`src/rtl/mem_access_unit_pkg.sv`:
```
// mem_access_unit_pkg: shared types for the MEM stage.
// Memory op codes, FSM states, stall levels and op decode.
package mem_access_unit_pkg;

  typedef enum logic [3:0] {
    OP_NONE = 4'd0,
    OP_LB   = 4'd1,
    OP_LBU  = 4'd2,
    OP_LH   = 4'd3,
    OP_LHU  = 4'd4,
    OP_LW   = 4'd5,
    OP_SB   = 4'd6,
    OP_SH   = 4'd7,
    OP_SW   = 4'd8
  } mem_op_e;

  typedef enum logic [1:0] {
    S_IDLE   = 2'd0,
    S_ACCESS = 2'd1,
    S_DONE   = 2'd2,
    S_DRAIN  = 2'd3
  } state_e;

  localparam logic STOP      = 1'b1;
  localparam logic NOSTOP    = 1'b0;
  localparam int   STALL_MEM = 4;

  typedef struct packed {
    logic is_load;
    logic is_store;
    logic misaligned;
  } op_info_t;

  function automatic op_info_t decode_op(
    input logic [3:0] op,
    input logic [1:0] lo
  );
    op_info_t r;
    r = '0;
    case (mem_op_e'(op))
      OP_LB, OP_LBU: r.is_load = 1'b1;
      OP_LH, OP_LHU: begin
        r.is_load    = 1'b1;
        r.misaligned = lo[0];
      end
      OP_LW: begin
        r.is_load    = 1'b1;
        r.misaligned = |lo;
      end
      OP_SB: r.is_store = 1'b1;
      OP_SH: begin
        r.is_store   = 1'b1;
        r.misaligned = lo[0];
      end
      OP_SW: begin
        r.is_store   = 1'b1;
        r.misaligned = |lo;
      end
      default: r = '0;
    endcase
    return r;
  endfunction

endpackage

```
`src/rtl/mem_align.sv`:
```
// mem_align: byte-lane steering for the data bus.
// Load extract/extend and store byte-select/replication.
module mem_align
  import mem_access_unit_pkg::*;
(
  input  logic [3:0]  op_i,
  input  logic [1:0]  lane_i,
  input  logic [31:0] rdata_i,
  input  logic [31:0] sdata_i,
  output logic [31:0] ldata_o,
  output logic [3:0]  sel_o,
  output logic [31:0] wdata_o
);

  mem_op_e     op;
  logic [7:0]  rb;
  logic [15:0] rh;
  logic        sz_b;
  logic        sz_h;
  logic        sz_w;

  assign op   = mem_op_e'(op_i);
  assign rh   = lane_i[1] ? rdata_i[31:16]
                          : rdata_i[15:0];
  assign sz_b = (op == OP_LB) || (op == OP_LBU)
             || (op == OP_SB);
  assign sz_h = (op == OP_LH) || (op == OP_LHU)
             || (op == OP_SH);
  assign sz_w = (op == OP_LW) || (op == OP_SW);

  // Pick the addressed byte out of the read word.
  always_comb begin
    rb = rdata_i[7:0];
    case (lane_i)
      2'd0:    rb = rdata_i[7:0];
      2'd1:    rb = rdata_i[15:8];
      2'd2:    rb = rdata_i[23:16];
      default: rb = rdata_i[31:24];
    endcase
  end

  // Sign or zero extend the selected load data.
  always_comb begin
    ldata_o = rdata_i;
    case (op)
      OP_LB:   ldata_o = {{24{rb[7]}}, rb};
      OP_LBU:  ldata_o = {24'd0, rb};
      OP_LH:   ldata_o = {{16{rh[15]}}, rh};
      OP_LHU:  ldata_o = {16'd0, rh};
      default: ldata_o = rdata_i;
    endcase
  end

  // Byte lanes touched by the access.
  always_comb begin
    sel_o = 4'b0000;
    unique case (1'b1)
      sz_b: sel_o = 4'b0001 << lane_i;
      sz_h: sel_o = lane_i[1] ? 4'b1100
                              : 4'b0011;
      sz_w: sel_o = 4'b1111;
      default: sel_o = 4'b0000;
    endcase
  end

  // Replicate store data so every lane sees it.
  always_comb begin
    wdata_o = sdata_i;
    case (op)
      OP_SB:   wdata_o = {4{sdata_i[7:0]}};
      OP_SH:   wdata_o = {2{sdata_i[15:0]}};
      default: wdata_o = sdata_i;
    endcase
  end

endmodule

```
`src/rtl/mem_access_unit.sv`:
```
// mem_access_unit: MEM stage between EX_MEM and MEM_WB.
// Runs req/ack data-bus loads/stores, passes ALU/HILO through.
module mem_access_unit
  import mem_access_unit_pkg::*;
#(
  parameter int ADDR_W  = 32,
  parameter int MEMOP_W = 4
) (
  input  logic               cpu_clk_75M,
  input  logic               cpu_rst,
  input  logic [4:0]         mem_wd_i,
  input  logic               mem_wreg_i,
  input  logic [31:0]        mem_wdata_i,
  input  logic               mem_whilo_i,
  input  logic [31:0]        mem_hi_i,
  input  logic [31:0]        mem_lo_i,
  input  logic [MEMOP_W-1:0] mem_op_i,
  input  logic [ADDR_W-1:0]  mem_addr_i,
  input  logic [31:0]        mem_sdata_i,
  input  logic [5:0]         stall,
  input  logic               flush,
  output logic [4:0]         mem_wd,
  output logic               mem_wreg,
  output logic [31:0]        mem_wdata,
  output logic               mem_whilo,
  output logic [31:0]        mem_hi,
  output logic [31:0]        mem_lo,
  output logic               stallreq_mem,
  output logic               addr_err,
  output logic [ADDR_W-1:0]  bad_vaddr,
  output logic               dbus_req,
  output logic               dbus_we,
  output logic [3:0]         dbus_sel,
  output logic [ADDR_W-1:0]  dbus_addr,
  output logic [31:0]        dbus_wdata,
  input  logic [31:0]        dbus_rdata,
  input  logic               dbus_ack
);

  state_e              state_q, state_d;
  logic                req_q, req_d;
  logic                we_q, we_d;
  logic [3:0]          sel_q, sel_d;
  logic [ADDR_W-1:0]   addr_q, addr_d;
  logic [31:0]         wdata_q, wdata_d;
  logic [31:0]         rdata_q, rdata_d;
  logic [3:0]          op_q, op_d;
  logic [1:0]          lane_q, lane_d;

  op_info_t            in_info;
  op_info_t            q_info;
  logic                in_mem;
  logic                issue;
  logic [3:0]          al_op;
  logic [1:0]          al_lane;
  logic [31:0]         al_ldata;
  logic [3:0]          al_sel;
  logic [31:0]         al_wdata;
  logic                unused_stall;

  assign unused_stall = ^{stall[5], stall[3:0]};

  assign in_info = decode_op(4'(mem_op_i),
                             mem_addr_i[1:0]);
  assign q_info  = decode_op(op_q, lane_q);
  assign in_mem  = in_info.is_load
                || in_info.is_store;
  assign issue   = (state_q == S_IDLE) && in_mem
                && !in_info.misaligned && !flush;

  assign al_op   = (state_q == S_IDLE)
                 ? 4'(mem_op_i) : op_q;
  assign al_lane = (state_q == S_IDLE)
                 ? mem_addr_i[1:0] : lane_q;

  mem_align u_align (
    .op_i    (al_op),
    .lane_i  (al_lane),
    .rdata_i (rdata_q),
    .sdata_i (mem_sdata_i),
    .ldata_o (al_ldata),
    .sel_o   (al_sel),
    .wdata_o (al_wdata)
  );

  // State and bus registers; reset drops any request at once.
  always_ff @(posedge cpu_clk_75M or posedge cpu_rst) begin
    if (cpu_rst) begin
      state_q <= S_IDLE;
      req_q   <= 1'b0;
      we_q    <= 1'b0;
      sel_q   <= 4'b0000;
      addr_q  <= '0;
      wdata_q <= '0;
      rdata_q <= '0;
      op_q    <= 4'd0;
      lane_q  <= 2'd0;
    end else begin
      state_q <= state_d;
      req_q   <= req_d;
      we_q    <= we_d;
      sel_q   <= sel_d;
      addr_q  <= addr_d;
      wdata_q <= wdata_d;
      rdata_q <= rdata_d;
      op_q    <= op_d;
      lane_q  <= lane_d;
    end
  end

  // Next state: issue, wait for ack, present, or drain.
  always_comb begin
    state_d = state_q;
    req_d   = req_q;
    we_d    = we_q;
    sel_d   = sel_q;
    addr_d  = addr_q;
    wdata_d = wdata_q;
    rdata_d = rdata_q;
    op_d    = op_q;
    lane_d  = lane_q;
    case (state_q)
      S_IDLE: begin
        if (issue) begin
          req_d   = 1'b1;
          we_d    = in_info.is_store;
          sel_d   = al_sel;
          addr_d  = {mem_addr_i[ADDR_W-1:2], 2'b00};
          wdata_d = in_info.is_store ? al_wdata : '0;
          op_d    = 4'(mem_op_i);
          lane_d  = mem_addr_i[1:0];
          state_d = S_ACCESS;
        end
      end
      S_ACCESS: begin
        if (dbus_ack) begin
          req_d   = 1'b0;
          rdata_d = dbus_rdata;
          state_d = flush ? S_IDLE : S_DONE;
        end else if (flush) begin
          state_d = S_DRAIN;
        end
      end
      S_DONE: begin
        if (flush || (stall[STALL_MEM] == NOSTOP))
          state_d = S_IDLE;
      end
      S_DRAIN: begin
        if (dbus_ack) begin
          req_d   = 1'b0;
          state_d = S_IDLE;
        end
      end
      default: state_d = S_IDLE;
    endcase
  end

  // Stage outputs: pass-through unless a bus access owns them.
  always_comb begin
    mem_wd       = mem_wd_i;
    mem_wreg     = mem_wreg_i;
    mem_wdata    = mem_wdata_i;
    mem_whilo    = mem_whilo_i;
    mem_hi       = mem_hi_i;
    mem_lo       = mem_lo_i;
    stallreq_mem = 1'b0;
    addr_err     = 1'b0;
    bad_vaddr    = '0;
    if (cpu_rst) begin
      mem_wd    = 5'd0;
      mem_wreg  = 1'b0;
      mem_wdata = 32'd0;
      mem_whilo = 1'b0;
      mem_hi    = 32'd0;
      mem_lo    = 32'd0;
    end else begin
      case (state_q)
        S_IDLE: begin
          if (in_mem) begin
            mem_wreg = 1'b0;
            if (!flush) begin
              if (in_info.misaligned) begin
                addr_err  = 1'b1;
                bad_vaddr = mem_addr_i;
              end else begin
                stallreq_mem = 1'b1;
              end
            end
          end
        end
        S_ACCESS: begin
          mem_wreg     = 1'b0;
          stallreq_mem = 1'b1;
        end
        S_DONE: begin
          if (q_info.is_load)
            mem_wdata = al_ldata;
          else
            mem_wreg = 1'b0;
        end
        S_DRAIN: mem_wreg = 1'b0;
        default: mem_wreg = 1'b0;
      endcase
    end
  end

  assign dbus_req   = req_q;
  assign dbus_we    = we_q;
  assign dbus_sel   = sel_q;
  assign dbus_addr  = addr_q;
  assign dbus_wdata = wdata_q;

endmodule

```
`config.mk`:
```
export PLATFORM = sky130hd
export DESIGN_NAME = mem_access_unit
export DESIGN_NICKNAME = d
export VERILOG_FILES = /design/src/rtl/mem_access_unit_pkg.sv /design/src/rtl/mem_align.sv /design/src/rtl/mem_access_unit.sv
export SDC_FILE = /design/constraint.sdc
export NUM_CORES = 1
export LEC_CHECK = 0
export ABC_AREA = 1
export BUFFER_PORTS_ARGS = -buffer_cell sky130_fd_sc_hd__buf_2
export CAP_MARGIN = 5
export CORE_AREA = 4 4 160 162
export DETAILED_ROUTE_END_ITERATION = 12
export DIE_AREA = 0 0 164 166
export MAX_ROUTING_LAYER = met4
export PLACE_DENSITY = 0.64
export SYNTH_ARGS = -nofsm -noshare
export SYNTH_HDL_FRONTEND = slang
export SYNTH_HIERARCHICAL = 1
export SYNTH_SLANG_ARGS = --single-unit
```
`constraint.sdc`:
```
create_clock -name cpu_clk_75M -period 7.8 [get_ports cpu_clk_75M]
set_input_delay 1.17 -clock cpu_clk_75M [delete_from_list [all_inputs] [get_ports cpu_clk_75M]]
set_output_delay 1.17 -clock cpu_clk_75M [all_outputs]
set_load 0.01 [all_outputs]
```
# Word level (Yosys, flattened, before mapping)
# Index checks and enable logic that the tools add are counted.
[totals]
output_inout_bits = 207
ff_bits = 108
[classes]
reduce_logical = 26
n_mux = 49
shifts = 1
eq_ne = 31
bitwise = 1
[op_table]
columns = ["operator", "count"]
rows = [
  ["32-bit 2-to-1 mux", 11],
  ["32-bit case mux with 4 select lines", 1],
  ["32-bit case mux with 2 select lines", 1],
  ["4-bit by 3-bit == test with 1-bit output, second input constant", 10],
  ["4-bit by 2-bit == test with 1-bit output, second input constant", 6],
  ["8-bit case mux with 3 select lines", 1],
  ["1-bit 2-to-1 mux", 18],
  ["16-bit 2-to-1 mux", 1],
  ["2-bit 2-to-1 mux", 7],
  ["4-bit by 1-bit == test with 1-bit output, second input constant", 3],
  ["4-bit case mux with 3 select lines", 1],
  ["5-bit OR reduction", 2],
  ["4-bit == test, second input constant", 2],
  ["4-bit 2-to-1 mux", 2],
  ["2-bit case mux with 4 select lines", 1],
  ["1-bit logical OR", 7],
  ["2-bit == test, second input constant", 3],
  ["2-bit != test, second input constant", 3],
  ["1-bit case mux with 2 select lines", 3],
  ["2-bit OR reduction", 3],
  ["3-bit OR reduction", 2],
  ["5-bit 2-to-1 mux", 1],
  ["2-bit by 1-bit == test with 1-bit output, second input constant", 2],
  ["2-bit logical NOT", 2],
  ["11 further kinds", 15],
]

# Longest topological paths before layout
# Gate-level depths: netlist of the first run.
[depth]
ltp_word = 9
mapped_depth = 15
ltp_nobuf = 15

# Hierarchy
# Netlist of the first run, hierarchy kept.
[modules_own_cells]
columns = ["module", "seq_area_each_um2", "area_per_inst_um2", "n_inst", "cells_per_inst"]
rows = [
  ["mem_access_unit", 2702.6, 5609.1, 1, 747],
  ["mem_align", 0.0, 1495.2, 1, 326],
]

# Least setup slack after synthesis of the first run
# OpenSTA, ideal clock, no wires.
[synth_path]
path_kind = "input to output"
from = "in cpu_rst"
to = "out mem_wdata[22]"
slack_ps = 1118
cell_stages = 5
t_arrival_ps = 5512
path_cell_list = "clkbuf_1 inv_1 clkbuf_1 o21ai_0 nor2_1"
[synth_via]
elab_chain_len = 1
[synth_rtl]
columns = ["element", "line_no", "text"]
rows = [
  ["start: declaration", "mem_access_unit.sv:10", "input logic cpu_rst,"],
  ["32-bit 2-to-1 mux", "mem_access_unit.sv:169", "if (cpu_rst) begin"],
  ["end: declaration", "mem_access_unit.sv:24", "output logic [31:0] mem_wdata,"],
]
# Every way passes these cells.

# Worst setup path after layout of the first run
[layout_path]
from = "in mem_op_i[2]"
to = "out mem_wdata[7]"
[layout_via]
elab_chain_len = 6
elab_cells_between_ends = 9
classes_between = "eq/ne (4); mux (5)"
[layout_rtl]
columns = ["element", "line_no", "text"]
rows = [
  ["start: declaration", "mem_access_unit.sv:17", "input logic [MEMOP_W-1:0] mem_op_i,"],
  ["4-bit 2-to-1 mux *", "mem_access_unit.sv:72", "? 4'(mem_op_i) : op_q;"],
  ["named net al_op[2]", "mem_access_unit.sv:54", "logic [3:0] al_op;"],
  ["4-bit by 3-bit == test with 1-bit output (tied with other cells)", "mem_align.sv:45", "case (op)"],
  ["32-bit case mux with 4 select lines *", "mem_align.sv:45", ""],
  ["named net al_ldata[7]", "mem_access_unit.sv:56", "logic [31:0] al_ldata;"],
  ["32-bit 2-to-1 mux *", "mem_access_unit.sv:196", "if (q_info.is_load)"],
  ["32-bit 2-to-1 mux *", "mem_access_unit.sv:177", "case (state_q)"],
  ["32-bit 2-to-1 mux *", "mem_access_unit.sv:169", ""],
]
# Mark *: on every way through the listed nets, which the timed path passes. The rest lies on a longest branch.

==> results.md, run 1 <==
Place:
- The count of port buffers added during placement is 412.
- The worst setup slack after placement is 2.475 ns.
- Detailed placement ended at an HPWL of 20150 µm.
- The final RePlAce weighted congestion is 0.8995.

Logic synthesis:
- Summing the areas of all compound-gate instances in the mapped netlist gives 6.604% of the synthesized area.
- The cell area after technology mapping is 7104 µm².
- The Yosys step of the flow raised 6 warnings.
- In the synthesized netlist, the number of instances is 1073.
- After synthesis the netlist holds a flip-flop and latch count of 108.
- Of the post-synthesis cell area, the part taken by muxes is 5.072%.
- The count of cell types in the netlist is 29.
- Summing the areas of all and, or, nand and nor instances in the mapped netlist gives 37.46% of the synthesized area.
- The mean post-synth cell area is 6.621 µm².
- Summing the areas of all xor and xnor instances in the mapped netlist gives 0% of the synthesized area.
- For this run, the register share of the synthesized area comes to 38.04%.
- The adder and majority gate portion of the synthesized area is 0%.
- The dominant combinational cell family by area after synthesis is simple AND/OR/NAND/NOR gates.

Clock tree:
- Clock latency on the worst-skew pair, taken at its later pin, is 0.35 ns.
- The quantity of hold-fixing buffers added after cts is 0.
- The CTS buffer count is 9.
- The maximum buffer depth of the clock tree is 2.
- Post-CTS timing repair inserted 0 buffers for setup.
- Clock tree synthesis found a total of 108 sinks.
- The H-tree was split into 3 levels.
- Clock-pin slew was measured on the worst setup and hold paths at 0.07 ns.
- The clock tree from TritonCTS is yes.
- The buffer type at the clock tree root is sky130_fd_sc_hd__clkbuf_16.
- Post-CTS repair changed the size of 0 cells.

Worst setup path:
- The endpoint class of the critical path is a primary output.
- The number of cells on the worst reg-to-reg path is 11.
- The setup slack of the worst register-to-register path is 4.59 ns.
- At the worst endpoint, the required time is 6.63 ns.
- The capture point of the worst reg-to-reg path is dbus_sel[3].
- The type of the worst setup path is in -> out.
- The end point of the critical path is mem_wdata[7].
- The dominant delay contributor by cell family on the critical path is simple AND/OR/NAND/NOR gates.
- The critical path goes through buf_2 -> inv_1 -> o21ai_0 -> inv_2 -> nor2_2 -> nand2_2 -> nand2_2 -> nand2_1 -> nand2_1 -> inv_1 -> nand2_1 -> o21ai_0 -> nor2_1 -> buf_2.
- The sum of buffers and inverters on the critical path is 5.
- The critical path startpoint category is an input pin.
- Counting stages on the worst path, the most repeated cell is sky130_fd_sc_hd__nand2_1.
- The arrival time reported for the critical path endpoint is 4.15 ns.
- In this run the critical register-to-register path is launched from state_q[1].
- In this run the worst path has a maximum fanout of 34.
- Among all stages on the critical path, the largest delay is contributed by sky130_fd_sc_hd__nand2_2.
- The critical path crosses 14 cells after its start point.
- Tracing the worst setup path back leads to its startpoint at mem_op_i[2].
- The stage delay of the slowest cell on the critical path is 0.59 ns.

Routing:
- For this block, the initial DRC count from the detailed router was 545.
- The post-route DRC violation count is 0.
- The count of vias placed by the detailed router is 7957.
- Dividing the detail-routed wire length by the instance count gives 14.84 µm.
- Using the TritonRoute via totals, the vias-per-cell ratio works out to 4.501.
- Before antenna repair, the detailed router went through 5 iterations.
- The detail route stage leaves a number of antenna-violating nets equal to 0.
- The total length of routed wires is 26240 µm.

Cells and area:
- The share of cells above drive strength 1 is 34.58%.
- The utilization of the core after routing is 39.53%.
- In the layout the commonest cells are sky130_fd_sc_hd__buf_2 (412), sky130_fd_sc_hd__nand2_1 (277), sky130_fd_sc_hd__nor2_1 (216).
- The most common cell after layout, fill and taps aside is sky130_fd_sc_hd__buf_2.
- Relative to the synthesized area, the layout overhead comes to 34.11%.
- The number of inserted filler cells in the final layout is 2606.
- The final net count is 1648.

STA:
- Setup violations remaining at the end of the flow were counted as 0.
- Summed over all failing endpoints, the final setup total negative slack is 0 ns.
- At the pin with the least slew margin, the transition time is 1.156 ns.
- Measured against its own limit, the worst slew margin works out to 22.71%.
- The minimum clock period is 5.323 ns.
- The number of failing hold endpoints at the final stage came to 0.
- Across all hold checks on the routed design, the worst slack comes to 0.4724 ns.
- Across the routed clock network, the largest skew measured is 0.01518 ns.
- The number of max-slew violations in the final report is 0.
- The final cycle utilization of the critical path is 68.24%.
- The maximum achievable frequency is 187.9 MHz.
- Setup repair after global routing left no endpoint under its margin.
- Setup slack on the critical path of the routed design comes to 2.477 ns.

Floorplanning:
- The die is 166 µm tall.
- The core area is 24110 µm².
- The starting utilization of the core area is 29.47%.
- The floorplan has 57 rows.
- The die outline width is 164 µm.
- In this run the count of I/O pins placed on the die edge is 420.
- The floorplan step defined a die boundary enclosing 27220 µm².

Pwr:
- The power consumption is 3.130 mW.
- The power per unit of standard cell area is 328.5 nW/µm².
- The worst-case vdd ir drop is 0.1279 mV.
- The analysis attributes to cell leakage a power of 5.929 nW.

Global route:
- The largest net degree at the start of global routing is 105.
- The number of global-route vias before repair is 7568.
- The number of antenna violations at the first check in global routing is 3.
- The first global-routing pass estimated 40780 µm of wire.
- Global routing used 19.08% of the available tracks.
- Global routing finished with a remaining overflow of 0.

Flow run:
- Across the run, the number of max-cap violations was 0.

Run status:
- The flow ran to the end, and the final reports show no timing, DRC or antenna violations.

Hold path:
- The min-delay analysis places its worst path in the category reg -> reg.
worst min-delay path by stage:
stage,startpoint,to,slack (ns),cells past startpoint
6_report,dbus_sel[0],dbus_sel[0],0.47,2
5_1_grt,dbus_wdata[4],dbus_wdata[4],0.51,2
4_1_cts,dbus_sel[0],dbus_sel[0],0.48,2
3_5_place_dp,dbus_sel[0],dbus_sel[0],0.46,2
3_3_place_gp,dbus_we,dbus_we,0.45,2
2_1_floorplan,lane_q[0],lane_q[0],0.46,2
state kept, by name, indices dropped and copies added (netlist names):
signal and flops:
dbus_sel 4, dbus_req 1, state_q 2, op_q 4, lane_q 2, dbus_we 1, dbus_wdata 32, dbus_addr 30
rdata_q 32
metrics by stage:
stage                     std cells  instance area (µm²)
after floorplan                1074                 7108
after global placement         1748                 9234
after detailed placement       1748                 9234
after CTS                      1764                 9518
after global routing           1767                 9525
final                          1768                 9528
cell usage after synthesis (all sizes together):
cell type	instances	area, µm²
a221oi	1	8.760
nand3b	1	7.510
conb	1	3.750
nor2	222	858.3
clkbuf	23	86.33
mux2	32	360.4
nand2	284	1094
buf	47	325.3
o21a	2	15.01
nand4	1	12.51
inv	132	495.5
or2	1	6.260
a21oi	3	18.77
dfrtp	108	2703
nand3	132	683.2
o21ai	83	426.7
cell families (layout without fill, tap and decap cells):
logic type      count (synthesis)  after routing
flops                         108            108
other cells                     1              6
buf+inv                       202            568
simple gates                  641            641
mux                            32             32
compound gates                 89             89
layout make-up:
class | count | area, µm² | share of cell area, %
sequential | 108 | 2703 | 28.37
timing repair buffer | 420 | 2122 | 22.27
clock inverter | 6 | 55.05 | 0.5778
antenna | 4 | 10.01 | 0.1051
tap | 324 | 405.4 | 4.255
inverter | 132 | 501.7 | 5.266
multi-input combinational | 764 | 3502 | 36.76
clock buffer | 10 | 229.0 | 2.403
layer usage:
metal | track usage, % | wire length [µm] | vias up
li1 | - | - | 4036
met1 | 24.15 | 11090 | 3539
met2 | 30.74 | 12410 | 348
met3 | 4.418 | 2144 | 34
met4 | 5.069 | 597 | 0
met5 | - | 0 | -
where the power goes:
part	internal [mW]	switching [mW]	total [mW]
Combinational	0.629	1.05	1.68
Clock	0.224	0.229	0.453
Sequential	0.804	0.197	1.00
Total	1.66	1.47	3.13
worst min-delay path, delay by kind of cell (launching register included):
family / cells / cell delay (ns)
DFF: 1 / 0.35
and+or+nand+nor: 2 / 0.10
Note: power is estimated with default switching activity, not from simulation.
==> run 2, diff against run 1 <==
==> constraint.sdc (replaced) <==
create_clock -name cpu_clk_75M -period 5.35 [get_ports cpu_clk_75M]
set_input_delay 0.8025 -clock cpu_clk_75M [delete_from_list [all_inputs] [get_ports cpu_clk_75M]]
set_output_delay 0.8025 -clock cpu_clk_75M [all_outputs]
set_load 0.01 [all_outputs]
==> run 2 against run 1 <==
Net effect: count of clock-buffer cells in the layout fell by 1; design area up 1.0%; first-iteration DRC count rose by 5.9%; combinational power increased by 48%; non-clock buffer count up 5; core utilization grew 0.40 points; critical endpoint unchanged.
==> results.md, run 2 (same netlist as run 1, synthesis figures left out) <==
STA:
- The final worst-path setup slack was 0.9945 ns (-1.483 ns).
- The slew at the pin closest to its max-slew limit is 1.172 ns (+0.01514 ns).
- The number of max-slew violations in the final report is 0 (unchanged).
- Setup repair after global routing left no endpoint under its margin.
- The worst path in the final design needs a cycle of 4.356 ns, including I/O delays and setup.
- The final-layout setup total negative slack is 0 ns (unchanged).
- Based on the critical path, the design can be clocked at up to 229.6 MHz.
- The headroom to the max-slew limit was 21.70% (-1.0 points).
- The maximum clock skew at final layout is 0.01330 ns (-0.001875 ns).
- The number of failing hold endpoints at the final stage is 0 (unchanged).
- The count of final setup violators was 0 (unchanged).
- The final cycle utilization of the critical path is 81.41%.

Worst setup path:
- The most numerous cell on the critical path is sky130_fd_sc_hd__nand2_1.
- The library cell contributing the largest single delay on the critical path is sky130_fd_sc_hd__nand2_1.
- The stage delay of the slowest cell on the critical path came to 0.88 ns (+0.29 ns).
- The worst setup path is captured at a primary output.
- The launching instance or port of the critical path is state_q[1].
- The worst setup path is of the reg -> out kind.
- The setup slack of the worst register-to-register path is 2.68 ns (-1.91 ns).
- The most critical setup path has its endpoint at mem_wdata[7].
- The arrival time reported for the critical path endpoint is 3.55 ns (-0.60 ns).
- The worst reg-to-reg path cell count is 11 (unchanged).
- The critical path goes through inv_2 -> nand2_1 -> o21ai_0 -> nor2_2 -> nand2_1 -> nand3_1 -> nand2_1 -> inv_1 -> nand2_1 -> o21ai_0 -> nor2_1 -> buf_2.
- The capture point of the worst reg-to-reg path is dbus_wdata[25].
- The maximum fanout along the worst path is 32 (-5.9%).
- The worst path required time is 4.55 ns (-2.08 ns).
- In this run the critical register-to-register path is launched from state_q[1].
- STA classifies the critical path startpoint as a flop.

Clock tree:
- The CTS buffer count came to 9 (unchanged).
- The quantity of hold-fixing buffers added after cts is 0 (unchanged).
- The number of buffers added for setup after CTS is 0 (unchanged).
- The maximum level of the CTS H-tree is 3 (unchanged).
- The clock tree from TritonCTS is yes.
- The buffer type at the clock tree root is sky130_fd_sc_hd__clkbuf_16.
- The clock-pin transition on the worst setup and hold timing paths was 0.08 ns (about the same).
- The maximum buffer depth of the clock tree is 2 (unchanged).
- The CTS sink count is 108 (unchanged).
- The post-cts sizing count is 0 (unchanged).
- The clock network latency to the later pin of the worst-skew pair is 0.35 ns (about the same).

Routing:
- The count of vias placed by the detailed router is 7942 (-0.19%).
- The routed length per instance is 14.94 µm (+0.67%).
- The detailed-route vias per instance is 4.479 (-0.47%).
- The total length of routed wires is 26490 µm (+0.96%).
- The post-route DRC violation count is 0 (unchanged).
- The number of nets with antenna violations after detailed routing is 0 (unchanged).
- The number of violations reported at the end of detailed-routing iteration 0 is 577 (+5.9%).
- The iteration count of the initial detailed-routing pass is 6 (+1).

Cells and area:
- The final net count was 1653 (+0.30%).
- The final non-filler cell total came to 1773 (+0.28%).
- The library cells used most frequently in the layout, excluding fill and tap cells, are sky130_fd_sc_hd__buf_2 (412), sky130_fd_sc_hd__nand2_1 (277), sky130_fd_sc_hd__nor2_1 (216).
- The footprint of the multi-input gates is 3502 µm² (unchanged).
- Leaving out fill and tap cells, the most frequent cell in the layout is sky130_fd_sc_hd__buf_2.
- The combined flip-flop and latch cell area is 2703 µm² (unchanged).
- The area of all placed cells without fillers is 9625 µm² (+1.0%).
- The share of cells above drive strength 1 came to 34.88% (+0.30 points).
- The number of inserted filler cells in the final layout was 2611 (+0.19%).
- The layout-stage area growth over the synthesis result is 35.49%.

Floorplanning:
- The floorplan die height is 166 µm (unchanged).
- The cell row count is 57 (unchanged).
- The core area is 24110 µm² (unchanged).
- The die footprint is 27220 µm² (unchanged).
- The die outline width came to 164 µm (unchanged).
- The starting utilization of the core area came to 29.47% (unchanged).
- The number of primary I/O pins was 420 (unchanged).

Place:
- The count of port buffers added during placement was 412 (unchanged).
- The HPWL after detailed placement is 20530 µm (+1.9%).
- The worst setup slack after placement is 1.278 ns (-1.197 ns).
- The cell count after placement is 1753 (+0.29%).
- The instance area after placement is 9271 µm² (+0.41%).
- The final RePlAce weighted congestion is 0.8577 (-4.6%).

Pwr:
- The standby leakage power is 5.987 nW (+0.97%).
- The worst-case vdd ir drop is 0.2270 mV (+78%).
- The power per unit of standard cell area was 487.7 nW/µm² (+48%).

Global route:
- The number of global-route vias before repair was 7473 (-1.3%).
- The leftover overflow at the end of global routing is 0 (unchanged).
- The largest net degree at the start of global routing is 105 (unchanged).
- The number of antenna violations at the first check in global routing is 4 (+1).
- The total track usage is 19.19% (+0.11 points).
- The wire length of the first global-routing pass came to 41030 µm (+0.61%).

Run status:
- The run finished with clean final reports.

Hold path:
- The type of the most critical hold path is in -> async.

Flow run:
- The number of max-cap violations came to 0 (unchanged).
==> run 2: worst min path at each step <==
stage / start / endpoint / slack (ns) / cells past startpoint
final: cpu_rst / state_q[1] / 0.37 / 2
after detailed placement: dbus_sel[0] / dbus_sel[0] / 0.46 / 2
after global placement: dbus_sel[2] / dbus_sel[2] / 0.46 / 2
after CTS: cpu_rst / dbus_addr[2] / 0.36 / 2
after global routing: cpu_rst / state_q[0] / 0.36 / 2
after floorplan: lane_q[0] / lane_q[0] / 0.46 / 2
==> run 2: cell type report <==
cell class / instances / share of cell area (%)
Tap cell: 324 / 4.212
Multi-Input combinational cell: 764 / 36.38
Antenna cell: 4 / 0.1040
Inverter: 132 / 5.213
Timing Repair Buffer: 425 / 22.44
Clock buffer: 9 / 2.340
Sequential cell: 108 / 28.08
Clock inverter: 7 / 1.235
==> run 2: stage by stage <==
| stage | hold slack, ns | util (%) | total power [mW] |
|---|---|---|---|
| final | 0.3712 | 39.93 | 4.694 |
| after global placement | 0.4555 | 38.46 | 3.890 |
| after floorplan | 0.4553 | - | 3.133 |
| after CTS | 0.3597 | 39.89 | 4.735 |
| after global routing | 0.3596 | 39.93 | 5.134 |
| after detailed placement | 0.4559 | 38.46 | 3.935 |
==> run 2: worst max-delay path, delay by kind of cell (launching register included) <==
| kind | cells | cell delay [ns] |
|---|---|---|
| simple gates | 7 | 1.80 |
| compound gates | 2 | 0.69 |
| flops | 1 | 0.44 |
| buf+inv | 3 | 0.28 |
==> run 2: power breakdown <==
| group | internal (mW) | leakage, nW | switching [mW] |
|---|---|---|---|
| logic | 0.934 | 4.46 | 1.54 |
| clock network | 0.424 | 0.166 | 0.349 |
| registers | 1.17 | 1.37 | 0.273 |
==> run 2: per-layer routing <==
layer | global-route usage [%] | share of wire (%)
met1 | 24.28 | 43
met2 | 31.06 | 47
met3 | 4.840 | 8.6
met4 | 4.267 | 2.0
met5 | - | 0
==> run 3, diff against run 2 <==
--- a/config.mk
+++ b/config.mk
@@ -5,14 +5,14 @@
 export SDC_FILE = /design/constraint.sdc
 export NUM_CORES = 1
 export LEC_CHECK = 0
-export ABC_AREA = 1
+export ABC_AREA = 0
 export BUFFER_PORTS_ARGS = -buffer_cell sky130_fd_sc_hd__buf_2
 export CAP_MARGIN = 5
 export CORE_AREA = 4 4 160 162
 export DETAILED_ROUTE_END_ITERATION = 12
 export DIE_AREA = 0 0 164 166
 export MAX_ROUTING_LAYER = met4
-export PLACE_DENSITY = 0.64
+export PLACE_DENSITY = 0.66
 export SYNTH_ARGS = -nofsm -noshare
 export SYNTH_HDL_FRONTEND = slang
 export SYNTH_HIERARCHICAL = 1
==> constraint.sdc (replaced) <==
create_clock -name cpu_clk_75M -period 3.5 [get_ports cpu_clk_75M]
set_input_delay 0.525 -clock cpu_clk_75M [delete_from_list [all_inputs] [get_ports cpu_clk_75M]]
set_output_delay 0.525 -clock cpu_clk_75M [all_outputs]
set_load 0.01 [all_outputs]
==> run 3 against run 2 <==
Net effect: sequential power up 45%; flip-flop and latch count unchanged; largest power group unchanged; worst hold slack better by 0.0017 ns; sequential share of layout area down 0.45 points; first-iteration DRC count down 54%; clock power up 32%; setup slack worse by 0.90 ns; final cell count down 18%; via count down 16%; global-route usage down 1.9 points; synthesized cell count down 32%; total power up 20%.
==> results.md, run 3 <==
Worst setup path:
- The setup slack of the worst register-to-register path is 0.94 ns (-1.74 ns).
- The maximum fanout along the worst path came to 10 (-69%).
- The end point of the critical path is mem_wdata[14].
- The critical path starts at state_q[0].
- The worst path required time came to 2.97 ns (-1.58 ns).
- The critical path startpoint category is a flop.
- The worst setup path is of the reg -> out kind.
- The endpoint class of the critical path is a primary output.
- The worst register-to-register path ends at dbus_wdata[12].
- The reg-to-reg startpoint is state_q[0].
- The worst reg-to-reg path cell count is 8 (-3).
- The arrival time reported for the critical path endpoint was 2.88 ns (-0.67 ns).

Hold path:
- The worst hold path belongs to the class in -> reg.
- The worst hold path was traced through 2 stages.

Pwr:
- The power consumption is 5.655 mW (+20%).
- The standby leakage power is 5.271 nW (-12%).
- The power per unit of standard cell area is 577.9 nW/µm² (+19%).
- The worst-case vdd ir drop came to 0.2372 mV (+4.5%).

Clock tree:
- The CTS buffer count is 9 (unchanged).
- The clock network latency to the later pin of the worst-skew pair is 0.36 ns (about the same).
- The maximum level of the CTS H-tree is 3 (unchanged).
- The maximum buffer depth of the clock tree was 2 (unchanged).
- TritonCTS built the clock tree.
- The clock-pin transition on the worst setup and hold timing paths was 0.08 ns (about the same).
- The CTS sink count is 108 (unchanged).
- The quantity of hold-fixing buffers added after cts is 0 (unchanged).
- CTS placed an instance of sky130_fd_sc_hd__clkbuf_16 at the clock tree root.

Cells and area:
- In the layout the commonest cells are sky130_fd_sc_hd__buf_2 (411), sky130_fd_sc_hd__nand2_1 (111), sky130_fd_sc_hd__dfrtp_1 (107).
- The area of all placed cells without fillers is 9786 µm² (+1.7%).
- The utilization of the core after routing is 40.59% (+0.66 points).
- The share of cells above drive strength 1 is 51.61% (+17 points).
- The combined flip-flop and latch cell area is 2704 µm² (about the same).
- The footprint of the multi-input gates is 3946 µm² (+13%).
- The most common cell after layout, fill and taps aside is sky130_fd_sc_hd__buf_2.
- The final net count is 1324 (-20%).
- The final non-filler cell total is 1447 (-18%).
- The layout-stage area growth over the synthesis result is 38.42%.
- The number of inserted filler cells in the final layout is 2431 (-6.9%).

STA:
- The number of max-slew violations in the final report came to 0 (unchanged).
- The final cycle utilization of the critical path is 97.29%.
- The number of failing hold endpoints at the final stage is 0 (unchanged).
- The minimum clock period is 3.405 ns.
- The maximum clock skew at final layout is 0.01076 ns (-0.002547 ns).
- The headroom to the max-slew limit is 46.37% (+25 points).
- The count of final setup violators came to 0 (unchanged).
- The slew at the pin closest to its max-slew limit was 0.8045 ns (-0.3671 ns).
- The final worst-path setup slack is 0.09476 ns (-0.8997 ns).
- For this run, the top clock speed supported by timing is 293.7 MHz.

Logic synthesis:
- The cell area after technology mapping came to 7069 µm² (-0.49%).
- The count of cell types in the netlist is 51 (+76%).
- After synthesis, the most frequently instantiated cells are sky130_fd_sc_hd__nand2_1 (111), sky130_fd_sc_hd__dfrtp_1 (108), sky130_fd_sc_hd__mux2_2 (97).
- The Yosys warning count came to 6 (unchanged).
- In the synthesized netlist the dominant register cell turns out to be sky130_fd_sc_hd__dfrtp_1.
- sky130_fd_sc_hd__nand2_1 is the most common cell in the netlist.
- The count of flip-flops with a built-in enable after synthesis was 0 (unchanged).
- The cell count after synthesis is 728 (-32%).
- The register bit count reported by yosys is 108 (unchanged).
- After synthesis, the cell types taking the most area are sky130_fd_sc_hd__dfrtp_1 (38%), sky130_fd_sc_hd__mux2_2 (15%), sky130_fd_sc_hd__mux2i_1 (8.2%).
- The portion of synthesized cell area occupied by the leading cell type is 38.23% (+0.19 points).
- The largest total area in the synthesized netlist belongs to sky130_fd_sc_hd__dfrtp_1.
- The mean post-synth cell area came to 9.711 µm² (+47%).
- The share of flip-flops with an asynchronous set or reset is 100.0% (unchanged).
- The portion of the post-synthesis area used by sequential elements came to 38.23% (+0.19 points).

Global route:
- The number of global-route vias before repair was 6699 (-10%).
- The wire length of the first global-routing pass is 36140 µm (-12%).
- The total track usage is 17.33% (-1.9 points).
- The number of antenna violations at the first check in global routing is 7 (+3).
- The largest net degree at the start of global routing came to 63 (-40%).
- The leftover overflow at the end of global routing is 0 (unchanged).

Routing:
- The count of vias placed by the detailed router is 6696 (-16%).
- The detailed-routed wire length on met2 is 12770 µm (+3.1%).
- The routed length per instance is 16.78 µm (+12%).
- In this run the top signal layer used is met4.
- The number of nets with antenna violations after detailed routing is 0 (unchanged).
- The post-route DRC violation count is 0 (unchanged).
- The sum of met3 wire segment lengths after detailed routing is 1904 µm (-16%).
- The routed metal-1 wire length is 9126 µm (-19%).
- The total length of routed wires is 24280 µm (-8.3%).
- The iteration count of the initial detailed-routing pass is 4 (-2).
- The number of violations reported at the end of detailed-routing iteration 0 is 268 (-54%).
- The detailed-route vias per instance is 4.628 (+3.3%).

Place:
- The final RePlAce weighted congestion is 0.8871 (+3.4%).
- The worst setup slack after placement is 0.1758 ns (-1.102 ns).
- The instance area after placement came to 9346 µm² (+0.81%).
- The cell count after placement is 1417 (-19%).
- The HPWL after detailed placement is 19060 µm (-7.1%).
- The count of port buffers added during placement is 412 (unchanged).

Floorplanning:
- The core area is 24110 µm² (unchanged).
- The die footprint is 27220 µm² (unchanged).
- The starting utilization of the core area came to 29.33% (-0.15 points).
- The cell row count was 57 (unchanged).
- The floorplan die height is 166 µm (unchanged).
- The die outline width is 164 µm (unchanged).
- The number of primary I/O pins was 420 (unchanged).

Flow run:
- The number of max-cap violations was 0 (unchanged).

Run status:
- The run finished with clean final reports.
## run 3: how the worst min path moves through the flow
stage / start / to / slack, ns
2_1_floorplan: lane_q[1] / lane_q[1] / 0.46
3_3_place_gp: dbus_req / dbus_req / 0.46
3_5_place_dp: dbus_req / dbus_req / 0.47
4_1_cts: dbus_rdata[25] / rdata_q[25] / 0.36
5_1_grt: dbus_rdata[25] / rdata_q[25] / 0.37
6_report: dbus_rdata[25] / rdata_q[25] / 0.37
## run 3: routing by layer
metal | vias to the layer above | global-route usage [%]
met5 | - | -
met4 | 0 | 5.580
met3 | 29 | 3.078
met2 | 290 | 31.08
met1 | 3155 | 19.37
li1 | 3222 | -
## run 3: final cells by class
cell class / count / share of cell area [%]
multi-input combinational: 518 / 40.33
sequential: 108 / 27.63
timing repair buffer: 436 / 23.32
tap: 324 / 4.143
clock buffer: 10 / 2.442
inverter: 38 / 1.496
clock inverter: 6 / 0.4603
antenna: 7 / 0.1790
## run 3: what timing repair did
action | CTS | global route
pin swaps | 1 | 0
cloned | 0 | 1
endpoints found under the setup margin | 27 | 32
setup buffers | 1 | 5
gates resized for setup | 4 | 11
## run 3: critical path, cell delays in order, from the launching register on
cell,delay [ns]
sky130_fd_sc_hd__dfrtp_2,0.45
sky130_fd_sc_hd__nor2_1,0.11
sky130_fd_sc_hd__buf_4,0.18
sky130_fd_sc_hd__mux2_2,0.47
sky130_fd_sc_hd__nor4b_4,0.45
sky130_fd_sc_hd__a31oi_4,0.13
sky130_fd_sc_hd__o21ai_1,0.18
sky130_fd_sc_hd__mux2_2,0.16
sky130_fd_sc_hd__nand2_1,0.06
sky130_fd_sc_hd__a21oi_1,0.18
sky130_fd_sc_hd__buf_2,0.16
## run 3: cells by family (layout without fill, tap and decap cells)
group	Yosys count	count (layout)	synth area share, %
AO/OA/AOI/OAI	102	103	9.150
other	1	9	0.05305
AND/OR/NAND/NOR	241	241	18.05
buffers and inverters	104	490	6.938
XOR/XNOR	1	1	0.1239
adder cells (fa/ha/maj)	2	2	0.2832
flip-flops	108	108	38.23
multiplexers	169	169	27.17
## run 3: metrics by stage
step           hold WS [ns]   TNS (ns)
3_3_place_gp         0.4601          0
3_5_place_dp         0.4658          0
4_1_cts              0.3611          0
5_1_grt              0.3703  -0.006074
2_1_floorplan        0.4602          0
6_report             0.3729          0
## run 3: power by group
part	switching (mW)	internal, mW
logic	1.22	1.31
clock network	0.505	0.511
registers	0.395	1.71
